### config.mk
export PLATFORM = sky130hd
export DESIGN_NAME = calc_op_sequencer
export DESIGN_NICKNAME = d
export VERILOG_FILES = /design/src/rtl/calc_op_sequencer.sv
export SDC_FILE = /design/constraint.sdc
export NUM_CORES = 1
export LEC_CHECK = 0
export CAP_MARGIN = 20
export CELL_PAD_IN_SITES_DETAIL_PLACEMENT = 0
export CELL_PAD_IN_SITES_GLOBAL_PLACEMENT = 1
export CORE_ASPECT_RATIO = 0.7
export CORE_MARGIN = 2
export CORE_UTILIZATION = 36
export DETAILED_ROUTE_END_ITERATION = 16
export HOLD_SLACK_MARGIN = 0.08
export PLACE_DENSITY_LB_ADDON = 0.1
export RECOVER_POWER = 50
export SYNTH_ARGS = -nofsm -noshare
export SYNTH_HDL_FRONTEND = slang
export SYNTH_SLANG_ARGS = --single-unit
### constraint.sdc
create_clock -name MAX10_CLK1_50 -period 4.02 [get_ports MAX10_CLK1_50]
set_clock_uncertainty 0.15 [all_clocks]
set_input_delay 0.804 -clock MAX10_CLK1_50 [delete_from_list [all_inputs] [get_ports MAX10_CLK1_50]]
set_output_delay 0.804 -clock MAX10_CLK1_50 [all_outputs]
set_load 0.02 [all_outputs]
### src/rtl/calc_op_sequencer.sv
// Calculator front-end: conditions the op/go keys, latches operands, handshakes with the arithmetic unit.
// Optional macro CALC_KEY_DEBOUNCE_EN builds the per-key debounce counters.
module calc_op_sequencer #(
  parameter int unsigned DATA_W          = 4,
  parameter int unsigned DEBOUNCE_CYCLES = 250000,
  parameter int unsigned TIMEOUT_CYCLES  = 64
) (
  input  logic                MAX10_CLK1_50,
  input  logic                rst,
  input  logic                key_op_n,
  input  logic                key_go_n,
  input  logic [DATA_W-1:0]   sw_a,
  input  logic [DATA_W-1:0]   sw_b,
  input  logic                unit_done,
  input  logic [2*DATA_W-1:0] unit_result,
  output logic [1:0]          op_sel,
  output logic [3:0]          cs,
  output logic                unit_start,
  output logic [DATA_W-1:0]   unit_a,
  output logic [DATA_W-1:0]   unit_b,
  output logic [2*DATA_W-1:0] result,
  output logic                result_valid,
  output logic                err,
  output logic                busy
);
  localparam int unsigned RES_W    = 2 * DATA_W;
  localparam int unsigned TMO_W    = $clog2(TIMEOUT_CYCLES + 1);
  localparam logic [TMO_W-1:0] TMO_LAST = TMO_W'(TIMEOUT_CYCLES - 1);
  localparam logic [1:0]  OP_DIV   = 2'd3;

  typedef enum logic [3:0] {
    S_IDLE  = 4'b0001,
    S_ISSUE = 4'b0010,
    S_WAIT  = 4'b0100,
    S_DONE  = 4'b1000
  } state_e;

  if (DEBOUNCE_CYCLES < 1 || TIMEOUT_CYCLES < 1) begin : g_param_chk
    $error("DEBOUNCE_CYCLES and TIMEOUT_CYCLES must be at least 1");
  end

  // Key conditioning: bit 1 = go, bit 0 = op; levels idle high (released)
  logic [1:0] key_raw;
  logic [1:0] sync1_q, sync2_q, acc_q, acc_d, evt_q;
  logic       go_evt, op_evt;

  assign key_raw = {key_go_n, key_op_n};
  assign go_evt  = evt_q[1];
  assign op_evt  = evt_q[0];

  always_ff @(posedge MAX10_CLK1_50) begin
    if (rst) begin
      sync1_q <= 2'b11;
      sync2_q <= 2'b11;
      acc_q   <= 2'b11;
      evt_q   <= 2'b00;
    end else begin
      sync1_q <= key_raw;
      sync2_q <= sync1_q;
      acc_q   <= acc_d;
      evt_q   <= acc_q & ~acc_d;
    end
  end

`ifdef CALC_KEY_DEBOUNCE_EN
  localparam int unsigned DB_W = $clog2(DEBOUNCE_CYCLES + 1);
  logic [1:0][DB_W-1:0] db_cnt_q, db_cnt_d;

  always_comb begin
    acc_d    = acc_q;
    db_cnt_d = '0;
    for (int k = 0; k < 2; k++) begin
      if (sync2_q[k] != acc_q[k]) begin
        if (db_cnt_q[k] == DB_W'(DEBOUNCE_CYCLES - 1)) acc_d[k] = sync2_q[k];
        else db_cnt_d[k] = db_cnt_q[k] + DB_W'(1);
      end
    end
  end

  always_ff @(posedge MAX10_CLK1_50) begin
    if (rst) db_cnt_q <= '0;
    else     db_cnt_q <= db_cnt_d;
  end
`else
  always_comb acc_d = sync2_q;
`endif

  state_e              state_q, state_d;
  logic [1:0]          op_sel_q, op_sel_d;
  logic [DATA_W-1:0]   a_q, a_d, b_q, b_d;
  logic [RES_W-1:0]    res_q, res_d;
  logic                valid_q, valid_d, err_q, err_d, start_q, start_d;
  logic [TMO_W-1:0]    tmo_q, tmo_d;
  logic                div_zero_c;

  assign div_zero_c = (op_sel_q == OP_DIV) && (b_q == '0);

  always_ff @(posedge MAX10_CLK1_50) begin
    if (rst) state_q <= S_IDLE;
    else     state_q <= state_d;
  end

  always_comb begin
    state_d = state_q;
    case (state_q)
      S_IDLE, S_DONE: begin
        if (go_evt)      state_d = S_ISSUE;
        else if (op_evt) state_d = S_IDLE;
      end
      S_ISSUE: state_d = div_zero_c ? S_DONE : S_WAIT;
      S_WAIT:  if (unit_done || tmo_q == TMO_LAST) state_d = S_DONE;
      default: state_d = S_IDLE;
    endcase
  end

  // Datapath/output next values; unit_start is registered so it lines up with ISSUE
  always_comb begin
    op_sel_d = op_sel_q;
    a_d      = a_q;
    b_d      = b_q;
    res_d    = res_q;
    valid_d  = valid_q;
    err_d    = err_q;
    start_d  = 1'b0;
    tmo_d    = '0;
    case (state_q)
      S_IDLE, S_DONE: begin
        if (go_evt) begin
          a_d     = sw_a;
          b_d     = sw_b;
          valid_d = 1'b0;
          err_d   = 1'b0;
          start_d = !((op_sel_q == OP_DIV) && (sw_b == '0));
        end else if (op_evt) begin
          op_sel_d = op_sel_q + 2'd1;
          valid_d  = 1'b0;
          err_d    = 1'b0;
        end
      end
      S_ISSUE: begin
        if (div_zero_c) begin
          res_d   = '1;
          err_d   = 1'b1;
          valid_d = 1'b1;
        end
      end
      S_WAIT: begin
        tmo_d = tmo_q + TMO_W'(1);
        if (unit_done) begin
          res_d   = unit_result;
          valid_d = 1'b1;
          err_d   = 1'b0;
        end else if (tmo_q == TMO_LAST) begin
          res_d   = '1;
          err_d   = 1'b1;
          valid_d = 1'b1;
        end
      end
      default: ;
    endcase
  end

  always_ff @(posedge MAX10_CLK1_50) begin
    if (rst) begin
      op_sel_q <= 2'd0;
      a_q      <= '0;
      b_q      <= '0;
      res_q    <= '0;
      valid_q  <= 1'b0;
      err_q    <= 1'b0;
      start_q  <= 1'b0;
      tmo_q    <= '0;
    end else begin
      op_sel_q <= op_sel_d;
      a_q      <= a_d;
      b_q      <= b_d;
      res_q    <= res_d;
      valid_q  <= valid_d;
      err_q    <= err_d;
      start_q  <= start_d;
      tmo_q    <= tmo_d;
    end
  end

  assign op_sel       = op_sel_q;
  assign cs           = state_q;
  assign unit_start   = start_q;
  assign unit_a       = a_q;
  assign unit_b       = b_q;
  assign result       = res_q;
  assign result_valid = valid_q;
  assign err          = err_q;
  assign busy         = (state_q == S_ISSUE) || (state_q == S_WAIT);
endmodule
==> results of run 1 <==
==> cells in the mapped netlist, types with 2 or more instances <==
cell type / number / area (um^2)
o221a_2: 8 / 90.1
inv_1: 6 / 22.5
nor4_1: 2 / 12.5
clkbuf_1: 4 / 15.0
nor2_1: 15 / 56.3
o31ai_1: 2 / 15.0
nand2b_1: 3 / 18.8
nor3_1: 3 / 15.0
a21oi_1: 14 / 70.1
or4b_4: 2 / 27.5
nand2_1: 11 / 41.3
nand3_1: 11 / 55.1
or2_2: 6 / 37.5
ha_1: 2 / 25.0
xor2_1: 3 / 26.3
o21ai_0: 3 / 15.0
dfxtp_1: 40 / 801
xnor2_1: 3 / 26.3
==> cells in the final DEF (no fill, tap or decap), types with 2 or more instances in the layout <==
master / count
ha_1: 2
clkbuf_1: 2
clkdlybuf4s50_1: 45
dfxtp_1: 40
inv_1: 6
nand2b_1: 3
o221a_2: 8
nor3_1: 3
nand3_1: 11
or2_2: 6
o31ai_1: 2
clkbuf_8: 6
xor2_1: 3
nor4_1: 2
a21oi_1: 14
clkinvlp_4: 2
o21ai_0: 3
nand2_1: 11
or4b_4: 2
nor2_1: 15
xnor2_1: 3
==> power by group <==
group          internal, mW  switching [mW]
Clock                 0.139           0.142
Combinational        0.0309          0.0236
Sequential            0.402         0.00439
Total                 0.572           0.170
==> path summary, 6_finish.rpt <==
path               endpoint  slack, ns  cells after the start
setup reg to reg  result[3]       1.96                      4
hold reg to reg    evt_q[1]       0.26                      2
hold / removal     evt_q[1]       0.26                      2
setup / recovery       busy       0.94                      4
==> logic make-up after synthesis <==
group | after synthesis | synth area share
AND/OR/NAND/NOR | 61 | 0.220
flip-flops | 40 | 0.526
AO/OA/AOI/OAI | 34 | 0.169
buffers and inverters | 11 | 0.0280
XOR/XNOR | 6 | 0.0345
adder cells (fa/ha/maj) | 2 | 0.0164
multiplexers | 1 | 0.00658
==> state kept, by name (all words and copies together) (netlist names) <==
register      cells
acc_q             2
sync1_q           2
evt_q             2
unit_a            4
unit_start        1
unit_b            4
tmo_q             7
cs                4
result            8
acc_d             2
op_sel            2
err               1
result_valid      1
==> area by class of cell <==
class,count,area [um^2],area share
sequential,40,801,0.376
clock buffer,6,82.6,0.0387
timing repair buffer,48,468,0.219
clock inverter,2,15.0,0.00704
inverter,6,22.5,0.0106
multi-input combinational,104,678,0.318
tap,52,65.1,0.0305
==> stage by stage <==
stage	total power [mW]	utilization	setup slack [ns]
after global placement	0.471	0.511	1.29
final	0.742	0.534	0.940
after detailed placement	0.472	0.511	1.26
after floorplan	0.438	-	1.70
after global routing	0.779	0.534	0.857
after CTS	0.752	0.536	0.934
==> critical path, stage by stage, from the launching register on <==
cell and delay [ns]:
dfxtp_1 0.45, or4b_4 0.54, and2_4 0.20, inv_1 0.05
clkdlybuf4s50_1 0.59
==> routing by layer <==
layer / GRT usage / up-vias / wire length (um)
met2: 0.230 / 28 / 1510
met1: 0.195 / 603 / 1610
li1: - / 646 / -
met4: 0.0405 / 0 / 21
met5: 0 / - / 0
met3: 0.0706 / 2 / 200
==> flow_metrics.env, run 1 <==
export IMPL_run_status="finished, final reports clean"
export IMPL_clkSinkCount=40
export IMPL_hold_path_startpoint="acc_q[1]"
export IMPL_place_detailed_instances=250
export IMPL_predominant_post_synthesis_flop_cell="dfxtp_1"
export IMPL_io_buffer_count=46
export IMPL_detail_route_wirelength_mm=3.33
export IMPL_drt_initial_drc_count=48
export IMPL_cts_buffers=5
export IMPL_edff_count_synth=0
export IMPL_synth_ff_latch_count=40
export IMPL_synth_cell_area_um2=1520
export IMPL_hold_slack_ns=0.263
export IMPL_num_nets_final=228
export IMPL_critPathKind="reg -> out"
export IMPL_cts_hold_fix_buffers=0
export IMPL_drive_above_1_share=0.136
export IMPL_track_usage=0.151
export IMPL_p_leak_nw=0.789
export IMPL_async_flop_share=0
export IMPL_worstHoldPathType="reg -> reg"
export IMPL_final_worst_path_period_share=0.766
export IMPL_critical_path_arrival_ns=2.13
export IMPL_cts_reportedPaths_clkPinSlew_ns=0.08
export IMPL_timing_final_crit_period_ns=3.08
export IMPL_synthDistinctLibCells=35
export IMPL_placement_cell_area_um2=2040
export IMPL_cts_path_max_buffers=2
export IMPL_syn_mean_instance_area_um2=9.82
export IMPL_n_antenna_cell=0
export IMPL_syn2layout_area_growth_pct=40.1
export IMPL_worstSkewPairLatency_ns=0.29
export IMPL_pin_count=47
export IMPL_max_cap_viol_count=0
export IMPL_num_vias=1279
export IMPL_avgViaCountPerCell=4.96
export IMPL_grt_pass1_wl_mm=5.44
export IMPL_ys_warn_count=0
export IMPL_drt_pass1_iter_count=4
export IMPL_timing_final_max_slew_violations=0
export IMPL_drc=0
export IMPL_fin_cells=258
export IMPL_cts_root_buffer="clkbuf_8"
export IMPL_gp_congestion=0.768
export IMPL_die_span_in_y_um=58.4
export IMPL_place_detailed_hpwl_mm=2.47
export IMPL_post_cts_buffers=0
export IMPL_coreArea_um2=3990
export IMPL_starting_density_of_the_core=0.381
export IMPL_route_antenna_remaining_nets=0
export IMPL_die_area_um2=4770
export IMPL_clock_tree_htree_level_count=2
export IMPL_relative_max_transition_margin=0.406
export IMPL_worstPathMaxFanout=8
export IMPL_antenna_violations_before_repair=0
export IMPL_maximum_achievable_frequency_ghz=0.325
export IMPL_final_hold_viol_count=0
export IMPL_critical_path_required_ns=3.07
export IMPL_grt_pass1_vias=1191
export IMPL_synth_seq_area_share=0.526
export IMPL_grt_remaining_overflow=0
export IMPL_syn_num_nets=178
export IMPL_number_of_placement_rows=19
export IMPL_power_per_cell_area_nw_per_um2=348
export IMPL_fillerInstances=383
export IMPL_critPathCaptureType="output port"
export IMPL_report_final_setup_viol=0
export IMPL_die_width_um=81.7
export IMPL_wire_per_inst_um=12.9
export IMPL_synthesis_instances=155
export IMPL_crit_path_start_kind="flop"
export IMPL_worstReg2RegStart="cs[2]"
export IMPL_ir_worst_vdd_mv=0.248
export IMPL_cts_tree="yes"
export IMPL_layout_cell_area_non_filler_um2=2130
export IMPL_tightest_slew_ns=0.890
export IMPL_maximum_number_of_pins_on_one_net_before_global_route_repair=23
export IMPL_crit_path_start="cs[2]"
export IMPL_postCtsResizedCells=0
export IMPL_grt_setup_unrepaired="no"
export IMPL_setup_tns_final_ns=0
No activity file was read; power rests on OpenSTA's default activity.
==> inputs of run 2 (changes only) <==
--- a/config.mk
+++ b/config.mk
@@ -10,7 +10,7 @@
 export CELL_PAD_IN_SITES_GLOBAL_PLACEMENT = 1
 export CORE_ASPECT_RATIO = 0.7
 export CORE_MARGIN = 2
-export CORE_UTILIZATION = 36
+export CORE_UTILIZATION = 34
 export DETAILED_ROUTE_END_ITERATION = 16
 export HOLD_SLACK_MARGIN = 0.08
 export PLACE_DENSITY_LB_ADDON = 0.1
==> constraint.sdc (replaced) <==
create_clock -name MAX10_CLK1_50 -period 2.95 [get_ports MAX10_CLK1_50]
set_clock_uncertainty 0.15 [all_clocks]
set_input_delay 0.59 -clock MAX10_CLK1_50 [delete_from_list [all_inputs] [get_ports MAX10_CLK1_50]]
set_output_delay 0.59 -clock MAX10_CLK1_50 [all_outputs]
set_load 0.02 [all_outputs]
==> run 2 against run 1 <==
Net effect:
- wire length increased by 0.36%
- final cell count is 1.2% higher
- sequential power increased by 36%
- clock power grew 38%
- clock-buffer cell count stayed put
- global-route usage down 0.53 points
- highest routed layer unchanged
==> flow_metrics.env, run 2 (synthesis results as in run 1) <==
export IMPL_final_hold_viol_count=0
export IMPL_track_usage=0.146
export IMPL_netSwitchingPower_uw=235
export IMPL_timing_final_crit_period_ns=2.84
export IMPL_use_met1=0.195
export IMPL_p_leak_nw=0.820
export IMPL_clkSinkCount=40
export IMPL_detail_route_wirelength_mm=3.35
export IMPL_crit_reg2reg_capture="result[0]"
export IMPL_design_power_total_mw=1.01
export IMPL_num_vias=1303
export IMPL_grt_pass1_wl_mm=5.58
export IMPL_tightest_slew_ns=0.871
export IMPL_drt_pass1_iter_count=4
export IMPL_antenna_violations_before_repair=0
export IMPL_cts_reportedPaths_clkPinSlew_ns=0.08
export IMPL_cts_path_max_buffers=2
export IMPL_wire_per_inst_um=12.8
export IMPL_post_cts_buffers=0
export IMPL_syn2layout_area_growth_pct=39.9
export IMPL_grt_setup_unrepaired="no"
export IMPL_gr_max_usage_layer="met2"
export IMPL_worst_r2r_setup_slack_ns=0.61
export IMPL_grt_use_met3=0.0483
export IMPL_worstReg2RegStart="cs[3]"
export IMPL_holdPathEnd="evt_q[1]"
export IMPL_critPathKind="reg -> out"
export IMPL_number_of_placement_rows=20
export IMPL_hold_depth=2
export IMPL_io_buffer_count=46
export IMPL_cts_root_buffer="clkbuf_8"
export IMPL_final_cell_mix="dfxtp_1 (39), clkdlybuf4s50_1 (37), nor2_1 (15)"
export IMPL_pin_count=47
export IMPL_die_span_in_y_um=60.0
export IMPL_flip_flop_count_of_the_largest_register_after_layout=8
export IMPL_maximum_number_of_pins_on_one_net_before_global_route_repair=22
export IMPL_starting_density_of_the_core=0.351
export IMPL_report_final_setup_viol=0
export IMPL_crit_path_start_kind="flop"
export IMPL_setup_tns_final_ns=0
export IMPL_cts_buffers=5
export IMPL_power_per_cell_area_nw_per_um2=477
export IMPL_critPathCaptureType="output port"
export IMPL_grt_remaining_overflow=0
export IMPL_worstHoldPathType="reg -> reg"
export IMPL_maximum_achievable_frequency_ghz=0.352
export IMPL_relative_max_transition_margin=0.419
export IMPL_internal_power_uw=780
export IMPL_gr_usage_met2=0.211
export IMPL_grt_pass1_vias=1159
export IMPL_max_cap_viol_count=0
export IMPL_final_worst_path_period_share=0.963
export IMPL_gp_congestion=0.784
export IMPL_timing_final_max_slew_violations=0
export IMPL_cts_hold_fix_buffers=0
export IMPL_num_nets_final=228
export IMPL_place_detailed_hpwl_mm=2.49
export IMPL_run_status="finished, final reports clean"
export IMPL_coreArea_um2=4330
export IMPL_drc=0
export IMPL_cts_tree="yes"
export IMPL_route_antenna_remaining_nets=0
export IMPL_placement_cell_area_um2=2050
export IMPL_seq_power_share=0.546
export IMPL_avgViaCountPerCell=4.99
export IMPL_ir_worst_vdd_mv=0.221
export IMPL_clock_power_share=0.381
export IMPL_sw_share=0.232
export IMPL_n_antenna_cell=0
export IMPL_power_frac_comb=0.073
export IMPL_die_area_um2=5030
export IMPL_worst_r2r_cell_count=4
export IMPL_worstSkewPairLatency_ns=0.30
export IMPL_die_width_um=84.0
export IMPL_drt_initial_drc_count=68
export IMPL_layout_cells_most_common="dfxtp_1"
export IMPL_drive_above_1_share=0.141
export IMPL_fin_util=0.492
export IMPL_critical_path_arrival_ns=2.10
export IMPL_hold_path_startpoint="acc_q[1]"
export IMPL_clock_tree_htree_level_count=2
export IMPL_worstPathMaxFanout=7
export IMPL_critical_path_required_ns=2.21
export IMPL_layout_cell_area_non_filler_um2=2130
run 2: changes by cell type in the layout (fill, tap and decap cells not counted):
cell / delta
a211oi_1: +1
a211oi_4: -1
buf_4: +1
clkbuf_1: -1
clkdlybuf4s50_1: -8
dfxtp_1: -1
dfxtp_2: +1
dlygate4sd3_1: +8
run 2: worst max-delay path by stage:
stage,cells past startpoint,end,startpoint,slack [ns]
finish,4,busy,cs[3],0.11
global route,4,busy,cs[3],0.02
CTS,4,busy,cs[2],0.07
detailed placement,4,busy,cs[2],0.41
global placement,4,busy,cs[3],0.43
floorplan,3,busy,cs[2],0.85
run 2: metrics by stage:
stage	setup WS [ns]	hold slack [ns]	std cells
3_3_place_gp	0.427	0.242	253
2_1_floorplan	0.845	0.239	155
6_report	0.108	0.259	261
3_5_place_dp	0.405	0.246	253
4_1_cts	0.0668	0.264	261
5_1_grt	0.0216	0.278	261
run 2: worst max-delay path: stages, from the launching register on:
cell and delay, ns:
dfxtp_1 0.38, or4b_4 0.61, and2_4 0.18, inv_1 0.05
clkdlybuf4s50_1 0.59
run 2: power by group through the flow:
stage	clock network, mW	logic (mW)	registers [mW]
floorplan	0	0.0257	0.572
global placement	0	0.0761	0.567
detailed placement	0	0.0762	0.567
CTS	0.397	0.0767	0.555
global route	0.429	0.0800	0.556
finish	0.386	0.0743	0.554
run 2: what timing repair did:
item | CTS | global route
gates resized for setup | 0 | 1
hold endpoints to repair | 0 | 0
setup endpoints to repair | 0 | 1
run 2: layout make-up:
cell class                      count  area (um^2)
Clock buffer                        6         82.6
Clock inverter                      2         15.0
Fill cell                         440         2200
Inverter                            6         22.5
Multi-Input combinational cell    104          666
Sequential cell                    40          802
Tap cell                           55         68.8
Timing Repair Buffer               48          472
run 2: metal layers:
metal | routed length, um | part of all wire | vias up
li1 | - | - | 646
met1 | 1680 | 0.50 | 614
met2 | 1430 | 0.43 | 35
met3 | 169 | 0.051 | 8
met4 | 74 | 0.022 | 0
met5 | 0 | 0 | -
